### src/rtl/hash_req_arbiter_if.sv
// rtl/hash_req_arbiter_if.sv - requester and hash-core signal bundle for hash_req_arbiter
interface hash_req_arbiter_if #(
  parameter int N_REQ  = 3,
  parameter int ADDR_W = 5,
  parameter int OWN_W  = $clog2(N_REQ)
);

  // Requester side
  logic [N_REQ-1:0]      i_req_start;
  logic [32*N_REQ-1:0]   i_req_data_in;
  logic [32*N_REQ-1:0]   i_req_input_length;
  logic [32*N_REQ-1:0]   i_req_output_length;
  logic [N_REQ-1:0]      i_req_data_out_ready;
  logic [N_REQ-1:0]      i_req_force_done;
  logic [ADDR_W-1:0]     o_req_addr;
  logic [N_REQ-1:0]      o_req_rd_en;
  logic [31:0]           o_req_data_out;
  logic [N_REQ-1:0]      o_req_data_out_valid;
  logic [N_REQ-1:0]      o_req_force_done_ack;
  logic [N_REQ-1:0]      o_req_pending;

  // Arbiter status
  logic                  o_busy;
  logic [OWN_W-1:0]      o_owner;

  // Hash core side
  logic                  o_hash_start;
  logic [31:0]           o_hash_data_in;
  logic [ADDR_W-1:0]     i_hash_addr;
  logic                  i_hash_rd_en;
  logic [31:0]           i_hash_data_out;
  logic                  i_hash_data_out_valid;
  logic                  o_hash_data_out_ready;
  logic [31:0]           o_hash_input_length;
  logic [31:0]           o_hash_output_length;
  logic                  o_hash_force_done;
  logic                  i_hash_force_done_ack;

  // Arbiter view
  modport slave (
    input  i_req_start, i_req_data_in, i_req_input_length, i_req_output_length,
    input  i_req_data_out_ready, i_req_force_done,
    output o_req_addr, o_req_rd_en, o_req_data_out, o_req_data_out_valid,
    output o_req_force_done_ack, o_req_pending, o_busy, o_owner,
    output o_hash_start, o_hash_data_in,
    input  i_hash_addr, i_hash_rd_en, i_hash_data_out, i_hash_data_out_valid,
    output o_hash_data_out_ready, o_hash_input_length, o_hash_output_length,
    output o_hash_force_done,
    input  i_hash_force_done_ack
  );

  // Requesters plus core view
  modport master (
    output i_req_start, i_req_data_in, i_req_input_length, i_req_output_length,
    output i_req_data_out_ready, i_req_force_done,
    input  o_req_addr, o_req_rd_en, o_req_data_out, o_req_data_out_valid,
    input  o_req_force_done_ack, o_req_pending, o_busy, o_owner,
    input  o_hash_start, o_hash_data_in,
    output i_hash_addr, i_hash_rd_en, i_hash_data_out, i_hash_data_out_valid,
    input  o_hash_data_out_ready, o_hash_input_length, o_hash_output_length,
    input  o_hash_force_done,
    output i_hash_force_done_ack
  );

endinterface

### src/rtl/hash_req_arbiter.sv
// rtl/hash_req_arbiter.sv - round-robin arbiter sharing one SHAKE core among N_REQ requesters
module hash_req_arbiter #(
  parameter int N_REQ  = 3,
  parameter int ADDR_W = 5,
  parameter int OWN_W  = $clog2(N_REQ)
) (
  input  logic               i_clk,
  input  logic               i_rst,
  hash_req_arbiter_if.slave  bus
);

  typedef enum logic [1:0] {
    S_IDLE  = 2'd0,
    S_ISSUE = 2'd1,
    S_RUN   = 2'd2
  } state_e;

  state_e             state_q, state_d;
  logic [N_REQ-1:0]   pending_q, pending_d;
  logic [OWN_W-1:0]   rr_q, rr_d;
  logic [OWN_W-1:0]   owner_q, owner_d;
  logic               start_q, start_d;
  logic               busy_q, busy_d;

  logic               pick_vld;
  logic [OWN_W-1:0]   pick_idx;
  logic [N_REQ-1:0]   pick_oh;
  logic [N_REQ-1:0]   owner_oh;
  logic [OWN_W-1:0]   next_rr;
  logic               core_held;
  logic               core_run;
  logic               owner_fd;
  logic               release_w;
  logic [ADDR_W-1:0]  addr_w;
  int                 pick_best;
  int                 pick_dist;

  logic [31:0]        data_in_arr  [N_REQ];
  logic [31:0]        in_len_arr   [N_REQ];
  logic [31:0]        out_len_arr  [N_REQ];

  // The core is held from the issue cycle until the owner's force-done is acked
  assign core_held = (state_q != S_IDLE);
  assign core_run  = (state_q == S_RUN);

  // Owner force-done only reaches the core once it is actually running the owner's job
  assign owner_fd  = core_run & bus.i_req_force_done[owner_q];
  assign release_w = owner_fd & bus.i_hash_force_done_ack;

  // Pointer moves just past the releasing owner so it gets lowest priority next round
  assign next_rr = (owner_q == OWN_W'(N_REQ - 1)) ? '0 : owner_q + 1'b1;

  // Rotating search: nearest pending requester at or after rr_q, wrapping
  always_comb begin
    pick_vld  = 1'b0;
    pick_idx  = '0;
    pick_best = N_REQ;
    pick_dist = 0;
    for (int j = 0; j < N_REQ; j++) begin
      pick_dist = (j >= int'(rr_q)) ? (j - int'(rr_q)) : (j + N_REQ - int'(rr_q));
      if (pending_q[j] && (pick_dist < pick_best)) begin
        pick_best = pick_dist;
        pick_vld  = 1'b1;
        pick_idx  = OWN_W'(j);
      end
    end
  end

  // One-hot decode of the search winner and of the registered owner
  always_comb begin
    pick_oh  = '0;
    owner_oh = '0;
    for (int j = 0; j < N_REQ; j++) begin
      pick_oh[j]  = (pick_idx == OWN_W'(j));
      owner_oh[j] = (owner_q == OWN_W'(j));
    end
  end

  // Split the flat per-requester buses into words indexed by requester
  always_comb begin
    for (int j = 0; j < N_REQ; j++) begin
      data_in_arr[j] = bus.i_req_data_in[32*j +: 32];
      in_len_arr[j]  = bus.i_req_input_length[32*j +: 32];
      out_len_arr[j] = bus.i_req_output_length[32*j +: 32];
    end
  end

  // Next-state: queue starts, grant from idle, one issue cycle, release on acked force-done
  always_comb begin
    state_d   = state_q;
    owner_d   = owner_q;
    rr_d      = rr_q;
    // A start on an already-pending bit simply ORs in and is absorbed
    pending_d = pending_q | bus.i_req_start;
    case (state_q)
      S_IDLE: begin
        if (pick_vld) begin
          owner_d   = pick_idx;
          pending_d = pending_d & ~pick_oh;
          state_d   = S_ISSUE;
        end
      end
      S_ISSUE: begin
        state_d = S_RUN;
      end
      S_RUN: begin
        if (release_w) begin
          rr_d    = next_rr;
          state_d = S_IDLE;
        end
      end
      default: begin
        state_d = S_IDLE;
      end
    endcase
    start_d = (state_d == S_ISSUE);
    busy_d  = (state_d != S_IDLE);
  end

  // State, queue, pointer and registered status outputs
  always_ff @(posedge i_clk) begin
    if (i_rst) begin
      state_q   <= S_IDLE;
      pending_q <= '0;
      rr_q      <= '0;
      owner_q   <= '0;
      start_q   <= 1'b0;
      busy_q    <= 1'b0;
    end else begin
      state_q   <= state_d;
      pending_q <= pending_d;
      rr_q      <= rr_d;
      owner_q   <= owner_d;
      start_q   <= start_d;
      busy_q    <= busy_d;
    end
  end

  assign addr_w = bus.i_hash_addr;

  // Broadcast paths: only the owner's strobe bit ever qualifies them
  assign bus.o_req_addr           = addr_w;
  assign bus.o_req_data_out       = bus.i_hash_data_out;

  // Owner-only strobes; non-owner bits are held at zero
  assign bus.o_req_rd_en          = owner_oh & {N_REQ{core_held & bus.i_hash_rd_en}};
  assign bus.o_req_data_out_valid = owner_oh & {N_REQ{core_run & bus.i_hash_data_out_valid}};
  assign bus.o_req_force_done_ack = owner_oh & {N_REQ{release_w}};
  assign bus.o_req_pending        = pending_q;

  assign bus.o_busy               = busy_q;
  assign bus.o_owner              = owner_q;
  assign bus.o_hash_start         = start_q;

  // Job parameters follow the registered owner in every state
  assign bus.o_hash_data_in        = data_in_arr[owner_q];
  assign bus.o_hash_input_length   = in_len_arr[owner_q];
  assign bus.o_hash_output_length  = out_len_arr[owner_q];
  assign bus.o_hash_data_out_ready = core_run & bus.i_req_data_out_ready[owner_q];
  assign bus.o_hash_force_done     = owner_fd;

endmodule

### src/flat_wrapper.sv
// flat-port wrapper written by rule: the top's interface ports become plain ports
module hash_req_arbiter_flat 
#(
  parameter int N_REQ  = 3,
  parameter int ADDR_W = 5,
  parameter int OWN_W  = $clog2(N_REQ)
)
  (i_clk, i_rst, bus_i_req_start, bus_i_req_data_in, bus_i_req_input_length, bus_i_req_output_length, bus_i_req_data_out_ready, bus_i_req_force_done, bus_o_req_addr, bus_o_req_rd_en, bus_o_req_data_out, bus_o_req_data_out_valid, bus_o_req_force_done_ack, bus_o_req_pending, bus_o_busy, bus_o_owner, bus_o_hash_start, bus_o_hash_data_in, bus_i_hash_addr, bus_i_hash_rd_en, bus_i_hash_data_out, bus_i_hash_data_out_valid, bus_o_hash_data_out_ready, bus_o_hash_input_length, bus_o_hash_output_length, bus_o_hash_force_done, bus_i_hash_force_done_ack);
  hash_req_arbiter_if #(.N_REQ(N_REQ), .ADDR_W(ADDR_W), .OWN_W(OWN_W)) bus_i ();
  input  logic i_clk;
  input  logic i_rst;
  input wire logic [$bits(bus_i.i_req_start)-1:0] bus_i_req_start;
  input wire logic [$bits(bus_i.i_req_data_in)-1:0] bus_i_req_data_in;
  input wire logic [$bits(bus_i.i_req_input_length)-1:0] bus_i_req_input_length;
  input wire logic [$bits(bus_i.i_req_output_length)-1:0] bus_i_req_output_length;
  input wire logic [$bits(bus_i.i_req_data_out_ready)-1:0] bus_i_req_data_out_ready;
  input wire logic [$bits(bus_i.i_req_force_done)-1:0] bus_i_req_force_done;
  output wire logic [$bits(bus_i.o_req_addr)-1:0] bus_o_req_addr;
  output wire logic [$bits(bus_i.o_req_rd_en)-1:0] bus_o_req_rd_en;
  output wire logic [$bits(bus_i.o_req_data_out)-1:0] bus_o_req_data_out;
  output wire logic [$bits(bus_i.o_req_data_out_valid)-1:0] bus_o_req_data_out_valid;
  output wire logic [$bits(bus_i.o_req_force_done_ack)-1:0] bus_o_req_force_done_ack;
  output wire logic [$bits(bus_i.o_req_pending)-1:0] bus_o_req_pending;
  output wire logic [$bits(bus_i.o_busy)-1:0] bus_o_busy;
  output wire logic [$bits(bus_i.o_owner)-1:0] bus_o_owner;
  output wire logic [$bits(bus_i.o_hash_start)-1:0] bus_o_hash_start;
  output wire logic [$bits(bus_i.o_hash_data_in)-1:0] bus_o_hash_data_in;
  input wire logic [$bits(bus_i.i_hash_addr)-1:0] bus_i_hash_addr;
  input wire logic [$bits(bus_i.i_hash_rd_en)-1:0] bus_i_hash_rd_en;
  input wire logic [$bits(bus_i.i_hash_data_out)-1:0] bus_i_hash_data_out;
  input wire logic [$bits(bus_i.i_hash_data_out_valid)-1:0] bus_i_hash_data_out_valid;
  output wire logic [$bits(bus_i.o_hash_data_out_ready)-1:0] bus_o_hash_data_out_ready;
  output wire logic [$bits(bus_i.o_hash_input_length)-1:0] bus_o_hash_input_length;
  output wire logic [$bits(bus_i.o_hash_output_length)-1:0] bus_o_hash_output_length;
  output wire logic [$bits(bus_i.o_hash_force_done)-1:0] bus_o_hash_force_done;
  input wire logic [$bits(bus_i.i_hash_force_done_ack)-1:0] bus_i_hash_force_done_ack;
  assign bus_i.i_req_start = bus_i_req_start;
  assign bus_i.i_req_data_in = bus_i_req_data_in;
  assign bus_i.i_req_input_length = bus_i_req_input_length;
  assign bus_i.i_req_output_length = bus_i_req_output_length;
  assign bus_i.i_req_data_out_ready = bus_i_req_data_out_ready;
  assign bus_i.i_req_force_done = bus_i_req_force_done;
  assign bus_o_req_addr = bus_i.o_req_addr;
  assign bus_o_req_rd_en = bus_i.o_req_rd_en;
  assign bus_o_req_data_out = bus_i.o_req_data_out;
  assign bus_o_req_data_out_valid = bus_i.o_req_data_out_valid;
  assign bus_o_req_force_done_ack = bus_i.o_req_force_done_ack;
  assign bus_o_req_pending = bus_i.o_req_pending;
  assign bus_o_busy = bus_i.o_busy;
  assign bus_o_owner = bus_i.o_owner;
  assign bus_o_hash_start = bus_i.o_hash_start;
  assign bus_o_hash_data_in = bus_i.o_hash_data_in;
  assign bus_i.i_hash_addr = bus_i_hash_addr;
  assign bus_i.i_hash_rd_en = bus_i_hash_rd_en;
  assign bus_i.i_hash_data_out = bus_i_hash_data_out;
  assign bus_i.i_hash_data_out_valid = bus_i_hash_data_out_valid;
  assign bus_o_hash_data_out_ready = bus_i.o_hash_data_out_ready;
  assign bus_o_hash_input_length = bus_i.o_hash_input_length;
  assign bus_o_hash_output_length = bus_i.o_hash_output_length;
  assign bus_o_hash_force_done = bus_i.o_hash_force_done;
  assign bus_i.i_hash_force_done_ack = bus_i_hash_force_done_ack;
  hash_req_arbiter #(.N_REQ(N_REQ), .ADDR_W(ADDR_W), .OWN_W(OWN_W)) u_core (.i_clk(i_clk), .i_rst(i_rst), .bus(bus_i));
endmodule
### config.mk
export PLATFORM = sky130hd
export DESIGN_NAME = hash_req_arbiter_flat
export DESIGN_NICKNAME = d
export VERILOG_FILES = /design/src/rtl/hash_req_arbiter_if.sv /design/src/rtl/hash_req_arbiter.sv /design/src/flat_wrapper.sv
export SDC_FILE = /design/constraint.sdc
export NUM_CORES = 1
export LEC_CHECK = 0
export CAP_MARGIN = 20
export CORE_AREA = 2 2 189 191
export DETAILED_ROUTE_END_ITERATION = 7
export DIE_AREA = 0 0 191 193
export PLACE_DENSITY = 0.51
export SYNTH_ARGS = -nofsm -noshare
export SYNTH_HDL_FRONTEND = slang
export SYNTH_SLANG_ARGS = --single-unit
### constraint.sdc
create_clock -name i_clk -period 3.95 [get_ports i_clk]
set_input_delay 0.9875 -clock i_clk [delete_from_list [all_inputs] [get_ports i_clk]]
set_output_delay 0.9875 -clock i_clk [all_outputs]
set_load 0.03 [all_outputs]
==> flow_summary.yaml, run 1 <==
route:
  wl_per_cell_um: 14.8
  vias_per_cell: 3.56
  ant_nets: 0
  drc: 0
  vias: 4559
  drtIter0Drc: 121
  firstDrtPassIters: 4
  routed_wl_um: 18900
status:
  status: "complete, no violations"
floorplanning:
  rows: 69
  io_pins: 490
  chipHeight_um: 193
  die_area_um2: 36900
  die_w_um: 191
  coreArea_um2: 35000
  initial_core_util_pct: 8.82
critical_path:
  startpoint_type: "input pin"
  cp-end-kind: "output port"
  cp_slowest_cell: "clkdlybuf4s50_1"
  path_depth: 7
  path_cells: "clkdlybuf4s50_1 > mux2i_1 > o2bb2ai_2 > nand3_2 > or3_1 > inv_1 > buf_12"
  crit_buf_inv: 3
  critPathKind: "in -> out"
  crit_family: "buffers and inverters"
  max_stage_delay_ps: 480
  worst_r2r_path_depth: 13
  worst_ep_required_time_ps: 2960
  arrival_ps: 2650
  crit_fanout: 5
global_routing:
  overflow: 0
  first_global_vias: 4532
  grt_max_degree: 55
  grt_pass1_wl_um: 25800
  grt_usage_pct: 9.04
  antenna_found_initial: 0
run:
  maxCapViolCount: 0
synthesis:
  synth_edf_count: 0
  ys_warn_count: 0
  syn_area_um2: 3090
  yosys_register_bits: 11
  synth_top_cell_by_area: "mux2i_1"
  synthArstFlopShare_pct: 0
  syn_inst: 463
  synth_nets: 812
  ys_seq_area_share_pct: 7.14
  synth_area_per_cell_um2: 6.66
  yosysMostFrequentCell: "nand2_1"
  synthFlopType: "dfxtp_1"
  synth_area_leaders: "mux2i_1 (32%), o21ai_0 (16%), nand2_1 (13%)"
  synth.top_cell.area_share_pct: 32.4
  synth_commonest_cells: "nand2_1 (106), mux2i_1 (100), o21ai_0 (97), buf_4 (38), clkbuf_1 (19)"
  synth.distinct_cells: 35
clock_tree:
  cts_buffers: 3
  clk_path_buf_depth: 2
  hold_buffers: 0
  clk_latency_ps: 230
  cts.sinks: 11
  cts_resized: 0
  clk_transition_reported_paths_ps: 40
  cts_tree: "done"
  h-tree-depth: 1
  post_cts_buffers: 0
  cts_root_buf: "clkbuf_16"
timing:
  setup_viol: 0
  slew_headroom_pct: 58.5
  hold_ws_ps: 552
  final-max-slew-violation-count: 0
  finalSetupTns_ps: 0
  tightest_slew_ps: 617
  rsz0062_at_grt: "no"
  finClkSkew_ps: 0.714
  final.min_clock_period_ps: 3640
  timing.fmax_mhz: 275
  finalHoldViolations: 0
  fin_crit_sh_pct: 92.1
pwr:
  ir_drop_uv: 178
  p_leak_nw: 2.64
  power_density_nw_per_um2: 290
min_path:
  hold_class: "reg -> reg"
  hold_path_depth: 2
finish:
  final_area_um2: 7640
  num_antenna_cells: 0
  areaGrowthSynthToFinish_pct: 148
  n_fill_cell: 3897
  drive_gt1_share_pct: 12.6
  nNetsFinal: 1170
placed_design:
  post-dp-hpwl_um: 15900
  placed_cell_area_um2: 7560
  gp_congestion: 0.762
  port-buffer-count: 415
-- registers in the layout, summed over array words and instances, names as in the netlist --
register                  cells
u_core.bus.o_busy             1
u_core.bus.o_owner            2
u_core.state_q                2
u_core.rr_q                   2
u_core.bus.o_req_pending      3
u_core.bus.o_hash_start       1
-- metrics by stage --
stage               total power, W  util (%)  cells  worst slack [ps]
CTS                        0.00226      21.8   1281               221
detailed placement         0.00207      21.6   1277               235
finish                     0.00222      21.8   1281               311
global route               0.00236      21.8   1281               153
floorplan                  0.00115         -    463              1040
global placement           0.00206      21.6   1277               233
-- worst register-to-register path, stage by stage, from the launching register on --
cell and delay (ps):
dfxtp_1 490, inv_1 150, ha_1 220, nor2b_1 170
ha_1 290, o21a_1 130, o21ai_1 300, nand2_1 90
o21a_1 120, ha_1 270, nand3_1 100, o311ai_4 400
a311oi_2 170, o21bai_1 200
-- path summary, 6_finish.rpt --
kind	startpoint	slack, ps	end
max reg2reg	u_core.rr_q[1]$_SDFFE_PP0P_	720	u_core.bus.o_busy$_SDFF_PP0_
min	u_core.bus.o_req_pending[2]$_SDFF_PP0_	550	u_core.bus.o_req_pending[2]$_SDFF_PP0_
min reg2reg	u_core.bus.o_req_pending[2]$_SDFF_PP0_	550	u_core.bus.o_req_pending[2]$_SDFF_PP0_
max	bus_i_req_force_done[2]	310	bus_o_req_force_done_ack[0]
-- layer usage --
| metal | vias to the layer above | GRT usage, % | part of all wire [%] |
|---|---|---|---|
| li1 | 2283 | - | - |
| met1 | 1991 | 10.1 | 37 |
| met2 | 267 | 16.5 | 49 |
| met3 | 18 | 3.06 | 12 |
| met4 | 0 | 2.15 | 1.7 |
| met5 | - | 0 | 0 |
-- area by class of cell --
| cell class | instances | area [µm²] | area share, % |
|---|---|---|---|
| Timing Repair Buffer | 426 | 4320 | 56.5 |
| Multi-Input combinational cell | 375 | 2420 | 31.7 |
| Tap cell | 461 | 577 | 7.55 |
| Sequential cell | 11 | 228 | 2.98 |
| Clock buffer | 4 | 78.8 | 1.03 |
| Inverter | 4 | 15.0 | 0.197 |
-- placed cells by master, fill, tap and decap left out, types with 2 or more instances in the layout --
cell type	count
a21oi_1	2
a311oi_1	3
a311oi_2	2
a31oi_1	2
and2_1	3
buf_12	22
buf_4	67
clkbuf_16	3
clkdlybuf4s50_1	337
dfxtp_1	9
dfxtp_4	2
ha_1	10
inv_1	4
mux2i_1	100
nand2_1	106
nand2b_1	4
nand3_1	6
nor2_1	14
nor2b_1	4
nor3_1	4
o21a_1	3
o21ai_0	97
-- where the power goes --
group | total [W] | switching [W] | internal (W)
Sequential | 0.000169 | 0.0000413 | 0.000128
Clock | 0.000181 | 0.0000459 | 0.000135
Combinational | 0.00187 | 0.000981 | 0.000884
Total | 0.00222 | 0.00107 | 0.00115
-- cell families (layout without fill, tap and decap cells) --
logic type / Yosys count / count (layout) / synth area share (%)
buffers and inverters: 77 / 434 / 14.6
adders and majority gates: 10 / 10 / 4.06
muxes: 100 / 100 / 32.4
DFF: 11 / 11 / 7.14
and+or+nand+nor: 150 / 150 / 20.5
AOI/OAI and AO/OA: 115 / 115 / 21.3
Power figures use the tool's default switching activity.
==> run 2: changes to the inputs <==
--- a/config.mk
+++ b/config.mk
@@ -9,7 +9,6 @@
 export CORE_AREA = 2 2 189 191
 export DETAILED_ROUTE_END_ITERATION = 7
 export DIE_AREA = 0 0 191 193
-export PLACE_DENSITY = 0.51
 export SYNTH_ARGS = -nofsm -noshare
 export SYNTH_HDL_FRONTEND = slang
 export SYNTH_SLANG_ARGS = --single-unit
==> run 2 against run 1 <==
Routed wire length is 7.8% lower. Power decreased by 2.4%. Global-route usage down 0.78 points. Final area shrank 1.0%. First-iteration DRC count decreased by 48%. Die area unchanged. Setup slack got worse by 63 ps. Sequential cell count unchanged. Critical path depth shrank 1. Cell count fell by 0.23%. Sequential power decreased by 12%. Largest power group unchanged.
==> flow_summary.yaml, run 2 (same netlist as run 1, synthesis figures left out) <==
clock_tree:
  clk_latency_ps: 240
  post_cts_buffers: 0
  cts_buffers: 3
  cts_root_buf: "clkbuf_16"
  clk_path_buf_depth: 2
  clk_transition_reported_paths_ps: 40
  h-tree-depth: 1
  cts_resized: 0
  cts.sinks: 11
  hold_buffers: 0
  cts_tree: "done"
critical_path:
  cp-end-kind: "output port"
  worst_ep_required_time_ps: 2960
  crit_fanout: 5
  arrival_ps: 2710
  worst_r2r_path_depth: 13
  startpoint_type: "input pin"
  critPathKind: "in -> out"
route:
  vias: 4555
  drtIter0Drc: 63
  ant_nets: 0
  routed_wl_um: 17500
  vias_per_cell: 3.56
  wl_per_cell_um: 13.7
  drc: 0
  firstDrtPassIters: 4
pwr:
  ir_drop_uv: 145
  intPower_w: 0.00112
  clockPowerShare_pct: 8.6
  p_seq_share_pct: 6.9
  pwr-share-comb_pct: 84.5
  p_switching_w: 0.00104
  p_leak_nw: 2.55
  power_density_nw_per_um2: 286
  switching_share_pct: 48.2
finish:
  num_antenna_cells: 0
  largest_register_ffs: 3
  drive_gt1_share_pct: 8.32
  most-common-layout-cells: "clkdlybuf4s50_1 (369), nand2_1 (106), mux2i_1 (100)"
  final_area_um2: 7560
  final_common_cell: "clkdlybuf4s50_1"
  areaGrowthSynthToFinish_pct: 145
  nNetsFinal: 1167
floorplanning:
  die_w_um: 191
  initial_core_util_pct: 8.82
  coreArea_um2: 35000
  die_area_um2: 36900
  chipHeight_um: 193
  io_pins: 490
  rows: 69
timing:
  fin_crit_sh_pct: 93.7
  final.min_clock_period_ps: 3700
  timing.fmax_mhz: 270
  finalHoldViolations: 0
  finalSetupTns_ps: 0
  fin_ws_ps: 248
  slew_headroom_pct: 61.0
  finClkSkew_ps: 0.856
  final-max-slew-violation-count: 0
  hold_ws_ps: 545
  setup_viol: 0
  tightest_slew_ps: 585
  rsz0062_at_grt: "no"
placed_design:
  place_ws_ps: 259
  post-dp-hpwl_um: 14700
  gp_congestion: 0.749
  port-buffer-count: 415
  placed_cell_area_um2: 7480
global_routing:
  overflow: 0
  grt_max_degree: 56
  antenna_found_initial: 0
  grt_usage_pct: 8.26
  grt_pass1_wl_um: 24100
  first_global_vias: 4459
min_path:
  hold_path_depth: 2
  hold_class: "reg -> reg"
run:
  maxCapViolCount: 0
status:
  status: "complete, no violations"
-- run 2: changes by cell type in the layout (fill, tap and decap cells not counted) --
| cell | previous run | this run |
|---|---|---|
| buf_4 | 67 | 43 |
| buf_12 | 22 | 11 |
| clkdlybuf4s50_1 | 337 | 369 |
-- run 2: power groups by stage --
| stage | registers (W) | logic, W | clock network, W |
|---|---|---|---|
| 2_1_floorplan | 0.000162 | 0.000987 | 0 |
| 3_3_place_gp | 0.000150 | 0.00184 | 0 |
| 3_5_place_dp | 0.000151 | 0.00184 | 0 |
| 4_1_cts | 0.000149 | 0.00185 | 0.000188 |
| 5_1_grt | 0.000152 | 0.00195 | 0.000195 |
| 6_report | 0.000148 | 0.00183 | 0.000186 |
-- run 2: layout make-up --
type	count	area (µm²)
Tap cell	461	577
Multi-Input combinational cell	375	2420
Inverter	4	15.0
Timing Repair Buffer	423	4240
Sequential cell	11	228
Fill cell	3882	27400
Clock buffer	4	78.8
-- run 2: final timing paths --
check,slack (ps),end,start
max reg2reg,710,u_core.bus.o_busy$_SDFF_PP0_,u_core.rr_q[1]$_SDFFE_PP0P_
min,550,u_core.bus.o_req_pending[2]$_SDFF_PP0_,u_core.bus.o_req_pending[2]$_SDFF_PP0_
min reg2reg,550,u_core.bus.o_req_pending[2]$_SDFF_PP0_,u_core.bus.o_req_pending[2]$_SDFF_PP0_
max,250,bus_o_req_force_done_ack[2],bus_i_req_force_done[2]
-- run 2: critical path, stage by stage --
cell and delay [ps]:
clkdlybuf4s50_1 450, mux2i_1 90, o2bb2ai_2 200, nand3_2 150, nor2_1 150, clkdlybuf4s50_1 690
-- run 2: per-stage QoR --
step	power, W	util [%]	cells
floorplan	0.00115	-	463
global placement	0.00199	21.4	1274
detailed placement	0.00200	21.4	1274
CTS	0.00219	21.6	1278
global route	0.00229	21.6	1278
finish	0.00216	21.6	1278
-- run 2: metal layers --
layer | global-route usage [%] | up-vias | share of wire (%)
met5 | 0 | - | 0
met4 | 2.50 | 0 | 2.9
met3 | 2.79 | 24 | 13
met2 | 15.4 | 294 | 49
met1 | 8.75 | 1963 | 35
li1 | - | 2274 | -
